File: config.mk
export PLATFORM = sky130hd
export DESIGN_NAME = ascon_permutation
export DESIGN_NICKNAME = d
export VERILOG_FILES = /design/src/rtl/ascon_pkg.sv /design/src/rtl/ascon_round.sv /design/src/rtl/substitution_layer.sv /design/src/rtl/ascon_permutation.sv
export SDC_FILE = /design/constraint.sdc
export NUM_CORES = 2
export LEC_CHECK = 0
export BUFFER_PORTS_ARGS = -buffer_cell sky130_fd_sc_hd__buf_2
export CAP_MARGIN = 20
export CELL_PAD_IN_SITES_DETAIL_PLACEMENT = 0
export CELL_PAD_IN_SITES_GLOBAL_PLACEMENT = 1
export CORE_MARGIN = 2
export CORE_UTILIZATION = 38
export CTS_CLUSTER_SIZE = 14
export DETAILED_ROUTE_END_ITERATION = 10
export PLACE_DENSITY_LB_ADDON = 0.1
export SLEW_MARGIN = 20
export SYNTH_ARGS = -nofsm -noshare
export SYNTH_HDL_FRONTEND = slang
export SYNTH_SLANG_ARGS = --single-unit
File: constraint.sdc
create_clock -name clk_i -period 2.3 [get_ports clk_i]
set_input_delay 0 -clock clk_i [delete_from_list [all_inputs] [get_ports clk_i]]
set_output_delay 0 -clock clk_i [all_outputs]
set_load 0.01 [all_outputs]
File: src/rtl/ascon_pkg.sv
// Shared Ascon types, round constants and linear-layer rotation amounts.
package ascon_pkg;

  localparam int unsigned NUM_WORDS  = 5;
  localparam int unsigned WORD_WIDTH = 64;

  // Word 0 is x0 (index 0 of the packed array).
  typedef logic [NUM_WORDS-1:0][WORD_WIDTH-1:0] ascon_state_t;
  typedef logic [4:0] rounds_t;

  localparam rounds_t MAX_ROUNDS = 5'd16;

  localparam logic [7:0] ROUND_CONST [16] = '{
    8'h3c, 8'h2d, 8'h1e, 8'h0f, 8'hf0, 8'he1, 8'hd2, 8'hc3,
    8'hb4, 8'ha5, 8'h96, 8'h87, 8'h78, 8'h69, 8'h5a, 8'h4b
  };

  localparam int unsigned ROT_A [NUM_WORDS] = '{19, 61, 1, 10, 7};
  localparam int unsigned ROT_B [NUM_WORDS] = '{28, 39, 6, 17, 41};

  typedef enum logic [1:0] {StIdle, StRun, StDone} perm_state_e;

  function automatic logic [WORD_WIDTH-1:0] rotr(input logic [WORD_WIDTH-1:0] w,
                                                 input int unsigned amt);
    return (w >> amt) | (w << (WORD_WIDTH - amt));
  endfunction

endpackage

File: src/rtl/ascon_round.sv
// One combinational Ascon round: constant addition, substitution, linear diffusion.
module ascon_round
  import ascon_pkg::*;
(
  input  ascon_state_t state_i,
  input  logic [3:0]   round_i,
  output ascon_state_t state_o
);

  ascon_state_t pc_state;
  ascon_state_t ps_state;

  always_comb begin
    pc_state    = state_i;
    pc_state[2] = state_i[2] ^ {56'h0, ROUND_CONST[round_i]};
  end

  substitution_layer u_sbox (
    .state_i(pc_state),
    .state_o(ps_state)
  );

  always_comb begin
    state_o = ps_state;
    for (int w = 0; w < NUM_WORDS; w++) begin
      state_o[w] = ps_state[w] ^ rotr(ps_state[w], ROT_A[w]) ^ rotr(ps_state[w], ROT_B[w]);
    end
  end

endmodule

File: src/rtl/substitution_layer.sv
// Ascon 5-bit S-box applied bit-sliced across all 64 columns of the state.
module substitution_layer
  import ascon_pkg::*;
(
  input  ascon_state_t state_i,
  output ascon_state_t state_o
);

  logic [WORD_WIDTH-1:0] x0, x1, x2, x3, x4;
  logic [WORD_WIDTH-1:0] t0, t1, t2, t3, t4;

  always_comb begin
    x0 = state_i[0] ^ state_i[4];
    x4 = state_i[4] ^ state_i[3];
    x2 = state_i[2] ^ state_i[1];
    x1 = state_i[1];
    x3 = state_i[3];
    t0 = ~x0 & x1;
    t1 = ~x1 & x2;
    t2 = ~x2 & x3;
    t3 = ~x3 & x4;
    t4 = ~x4 & x0;
    x0 = x0 ^ t1;
    x1 = x1 ^ t2;
    x2 = x2 ^ t3;
    x3 = x3 ^ t4;
    x4 = x4 ^ t0;
    x1 = x1 ^ x0;
    x0 = x0 ^ x4;
    x3 = x3 ^ x2;
    x2 = ~x2;
    state_o = {x4, x3, x2, x1, x0};
  end

endmodule

File: src/rtl/ascon_permutation.sv
// Iterative Ascon-p[rnd] engine, UNROLL rounds per cycle, valid/ready on both sides.
// Optional ASCON_PERM_ZEROIZE_EN: blanks state_o when idle and clears the register after use.
module ascon_permutation
  import ascon_pkg::*;
#(
  parameter int unsigned UNROLL = 1
) (
  input  logic         clk_i,
  input  logic         rst_ni,
  input  logic         in_valid_i,
  output logic         in_ready_o,
  input  logic [4:0]   rounds_i,
  input  ascon_state_t state_i,
  output logic         out_valid_o,
  input  logic         out_ready_i,
  output ascon_state_t state_o
);

  if (!(UNROLL == 1 || UNROLL == 2 || UNROLL == 4)) begin : g_bad_unroll
    $error("ascon_permutation: UNROLL must be 1, 2 or 4");
  end

  localparam rounds_t UNROLL_R = rounds_t'(UNROLL);

  perm_state_e  st_q, st_d;
  ascon_state_t state_q, state_d;
  rounds_t      ri_q, ri_d;
  rounds_t      rnd_sat;
  rounds_t      ri_next;

  ascon_state_t lane_in  [UNROLL+1];
  ascon_state_t lane_out [UNROLL];

  assign lane_in[0] = state_q;

  // Lanes whose round index has run past the last round pass the state through.
  for (genvar k = 0; k < UNROLL; k++) begin : g_lane
    localparam rounds_t K = rounds_t'(k);
    rounds_t lane_idx;
    logic    lane_active;

    assign lane_idx    = ri_q + K;
    assign lane_active = lane_idx < MAX_ROUNDS;

    ascon_round u_round (
      .state_i(lane_in[k]),
      .round_i(lane_idx[3:0]),
      .state_o(lane_out[k])
    );

    assign lane_in[k+1] = lane_active ? lane_out[k] : lane_in[k];
  end

  assign rnd_sat = (rounds_i > MAX_ROUNDS) ? MAX_ROUNDS : rounds_i;
  assign ri_next = ri_q + UNROLL_R;

  always_comb begin
    st_d    = st_q;
    state_d = state_q;
    ri_d    = ri_q;
    unique case (st_q)
      StIdle: begin
        if (in_valid_i) begin
          state_d = state_i;
          ri_d    = MAX_ROUNDS - rnd_sat;
          st_d    = (rnd_sat == '0) ? StDone : StRun;
        end
      end
      StRun: begin
        state_d = lane_in[UNROLL];
        if (ri_next >= MAX_ROUNDS) begin
          ri_d = MAX_ROUNDS;
          st_d = StDone;
        end else begin
          ri_d = ri_next;
        end
      end
      StDone: begin
        if (out_ready_i) begin
          st_d = StIdle;
`ifdef ASCON_PERM_ZEROIZE_EN
          state_d = '0;
`endif
        end
      end
      default: st_d = StIdle;
    endcase
  end

  always_ff @(posedge clk_i or negedge rst_ni) begin
    if (!rst_ni) begin
      st_q    <= StIdle;
      state_q <= '0;
      ri_q    <= '0;
    end else begin
      st_q    <= st_d;
      state_q <= state_d;
      ri_q    <= ri_d;
    end
  end

  assign in_ready_o  = (st_q == StIdle);
  assign out_valid_o = (st_q == StDone);

`ifdef ASCON_PERM_ZEROIZE_EN
  assign state_o = out_valid_o ? state_q : '0;
`else
  assign state_o = state_q;
`endif

endmodule

==> flow_metrics.env <==
export IMPL_boundaryPins=651
export IMPL_reg2regPathDepth=6
export IMPL_grt_max_degree=99
export IMPL_avgSynthCellArea_um2=8.47
export IMPL_synthesis_nets=3907
export IMPL_synth_top_area_share=0.280
export IMPL_violations="setup timing"
export IMPL_netlist_instances=3446
export IMPL_ys_ff_latch=327
export IMPL_die_area_um2=79100
export IMPL_worst_slack_ns=-0.00784
export IMPL_num_rows=101
export IMPL_fin_crit_sh=1.00
export IMPL_crit_chain="inv_1 -> ha_1 -> xnor2_1 -> xnor2_1 -> or3_1 -> nand4_1"
export IMPL_r2r_start="state_o[114]"
export IMPL_final_util=0.585
export IMPL_cts_sinks=327
export IMPL_synth_area_leaders="dfrtp_1, xnor2_1, xor2_1"
export IMPL_coreArea_um2=75900
export IMPL_grt_pass1_vias=32100
export IMPL_crit_top_cell="xnor2_1"
export IMPL_pre_cts_ws_ns=-0.231
export IMPL_worstSetupPathType="reg -> reg"
export IMPL_dp_hpwl_um=143000
export IMPL_rr_endpoint="state_o[75]"
export IMPL_ys_flop_type="dfrtp_1"
export IMPL_endpoint_kind="register"
export IMPL_dieWidth_um=281
export IMPL_cap_violations=0
export IMPL_stdcell_count=6116
export IMPL_dr_pass1_iters=5
export IMPL_ys_warnings_count=0
export IMPL_synth_cell_types=39
export IMPL_crit_slowest_cell="xnor2_1"
export IMPL_numPortBuffers=650
export IMPL_r2r_setup_slack_ns=-0.008
export IMPL_tightestPinTransition_ns=0.794
export IMPL_path_clk_slew_ns=0.06
export IMPL_antenna_left=0
export IMPL_report_final_slew_viol_count=0
export IMPL_gp_congestion=1.03
export IMPL_syn_to_final_growth_pct=52.1
export IMPL_finalWirelength_um=172000
export IMPL_status="complete, but fails checks"
export IMPL_gr_usage_all_layers=0.425
export IMPL_crit_path_start_kind="register"
export IMPL_cts_path_max_buffers=3
export IMPL_layout_drive_gt1_share=0.308
export IMPL_relSlewSlack=0.469
export IMPL_layout_commonest_cell="xnor2_1"
export IMPL_die_y_um=281
export IMPL_first_iter_violations=3255
export IMPL_initial_core_util=0.384
export IMPL_finalClockSkew_ns=0.0166
export IMPL_rsz0062_at_grt="true"
export IMPL_root_buffer="clkbuf_16"
export IMPL_setup_viol=2
export IMPL_antenna_found_initial=12
export IMPL_ys_seq_area_frac=0.280
export IMPL_min_to="state_o[98]"
export IMPL_vias=32800
export IMPL_hold_depth=4
export IMPL_syn_area_um2=29200
export IMPL_worstPathArrival_ns=2.61
export IMPL_yosysTopAreaCell="dfrtp_1"
export IMPL_crit_required_ns=2.60
export IMPL_fill_cells=7261
export IMPL_grt_ovfl_total=0
export IMPL_route_detailed_drc=0
export IMPL_async_flop_share=1.00
export IMPL_hp_class="in -> reg"
export IMPL_synth_edf_count=0
export IMPL_cts_made_buffers=45
export IMPL_period_needed_ns=2.31
export IMPL_htree_num_levels=2
export IMPL_hold_viol_final=0
export IMPL_setup_tns_final_ns=-0.0133
export IMPL_final_cell_mix="xnor2_1, buf_4, buf_2"
export IMPL_dp_cells=5701
export IMPL_cts_tree="built"
export IMPL_viasPerCell=5.36
export IMPL_fin_nets=5511
export IMPL_clk_latency_ns=0.59
export IMPL_min_delay_start="state_i[98]"
export IMPL_fmax_mhz=433
export IMPL_wl_per_cell_um=28.1
export IMPL_grt_pass1_wl_um=236000
export IMPL_cp_slowest_stage_delay_ns=0.62
export IMPL_crit_path_max_fanout=5
## synth_stat cells, types with 2 or more instances
master / instances
xnor2_2: 40
nor2b_1: 2
a21o_1: 2
clkbuf_1: 133
or3_1: 41
buf_1: 10
o22ai_1: 3
nand2_1: 299
nor3_1: 2
a21oi_1: 329
and3_1: 188
o221ai_1: 22
nor2_1: 162
a211o_1: 4
xor2_1: 203
o21ai_1: 55
nand4_1: 81
o21ai_0: 237
xnor3_1: 6
maj3_1: 20
buf_2: 8
xnor2_1: 905
ha_1: 132
mux2i_1: 4
nand3_1: 64
inv_1: 152
nand2b_1: 4
dfrtp_1: 327
## layer usage
metal / GRT usage / vias to the layer above / share of wire / wire length, um
met2: 0.680 / 1572 / 0.45 / 77800
li1: - / 14700 / - / -
met4: 0.189 / 10 / 0.053 / 9040
met1: 0.557 / 16200 / 0.41 / 70800
met5: 0 / - / 0.00037 / 63
met3: 0.0778 / 355 / 0.083 / 14400
## per-stage QoR
stage / area, um^2 / hold slack (ns)
4_1_cts: 44000 / 0.0534
5_1_grt: 44400 / 0.0799
6_report: 44400 / 0.0935
2_1_floorplan: 29200 / -0.296
3_5_place_dp: 39200 / -0.0800
3_3_place_gp: 39200 / -0.0824
## timing repair
action / CTS / global route
setup endpoints to repair: 22 / 56
hold buffers: 325 / 0
pin swaps: 3 / 5
gates resized for setup: 16 / 50
setup buffers: 2 / 5
cloned: 0 / 0
hold endpoints to repair: 644 / 0
## logic make-up (layout without fill, tap and decap cells)
kind of cell	count (synthesis)	count (layout)	share of synthesized area
other	0	4	0
AOI/OAI and AO/OA	660	660	0.118
buffers and inverters	304	1940	0.0394
xor gates and xnor gates	1154	1154	0.359
DFF	327	327	0.280
adders and majority gates	152	152	0.0634
muxes	4	4	0.00137
and+or+nand+nor	845	845	0.139
## worst max-delay path by stage
stage | startpoint | endpoint | slack [ns]
6_report | state_o[114] | state_o[75] | -0.008
2_1_floorplan | ri_q[2] | state_o[242] | 0.05
3_5_place_dp | ri_q[2] | state_o[242] | -0.23
4_1_cts | ri_q[2] | state_o[42] | -0.0009
5_1_grt | ri_q[2] | state_o[42] | -0.08
3_3_place_gp | ri_q[2] | state_o[242] | -0.24
## sequential cells by signal, indices dropped and copies added (netlist names)
register / count
state_o: 320
ri_q: 5
st_q: 2
## area by class of cell
class	instances	area [um^2]	share of cell area
sequential	327	8190	0.184
tap	1030	1290	0.0290
inverter	153	574	0.0129
clock inverter	14	128	0.00287
multi-input combinational	2815	20400	0.459
clock buffer	65	1330	0.0300
timing repair buffer	1708	12500	0.282
antenna	4	10.0	0.000225
## worst max-delay path: cells and delay by family (launching register included)
family | cells | cell delay, ns
AND/OR/NAND/NOR | 2 | 0.56
flip-flops | 1 | 0.37
adder cells (fa/ha/maj) | 1 | 0.24
XOR/XNOR | 2 | 0.77
buffers and inverters | 1 | 0.07
Power is not shown: default switching activity piles up to over one toggle a cycle in this logic, so the estimate is an artifact.
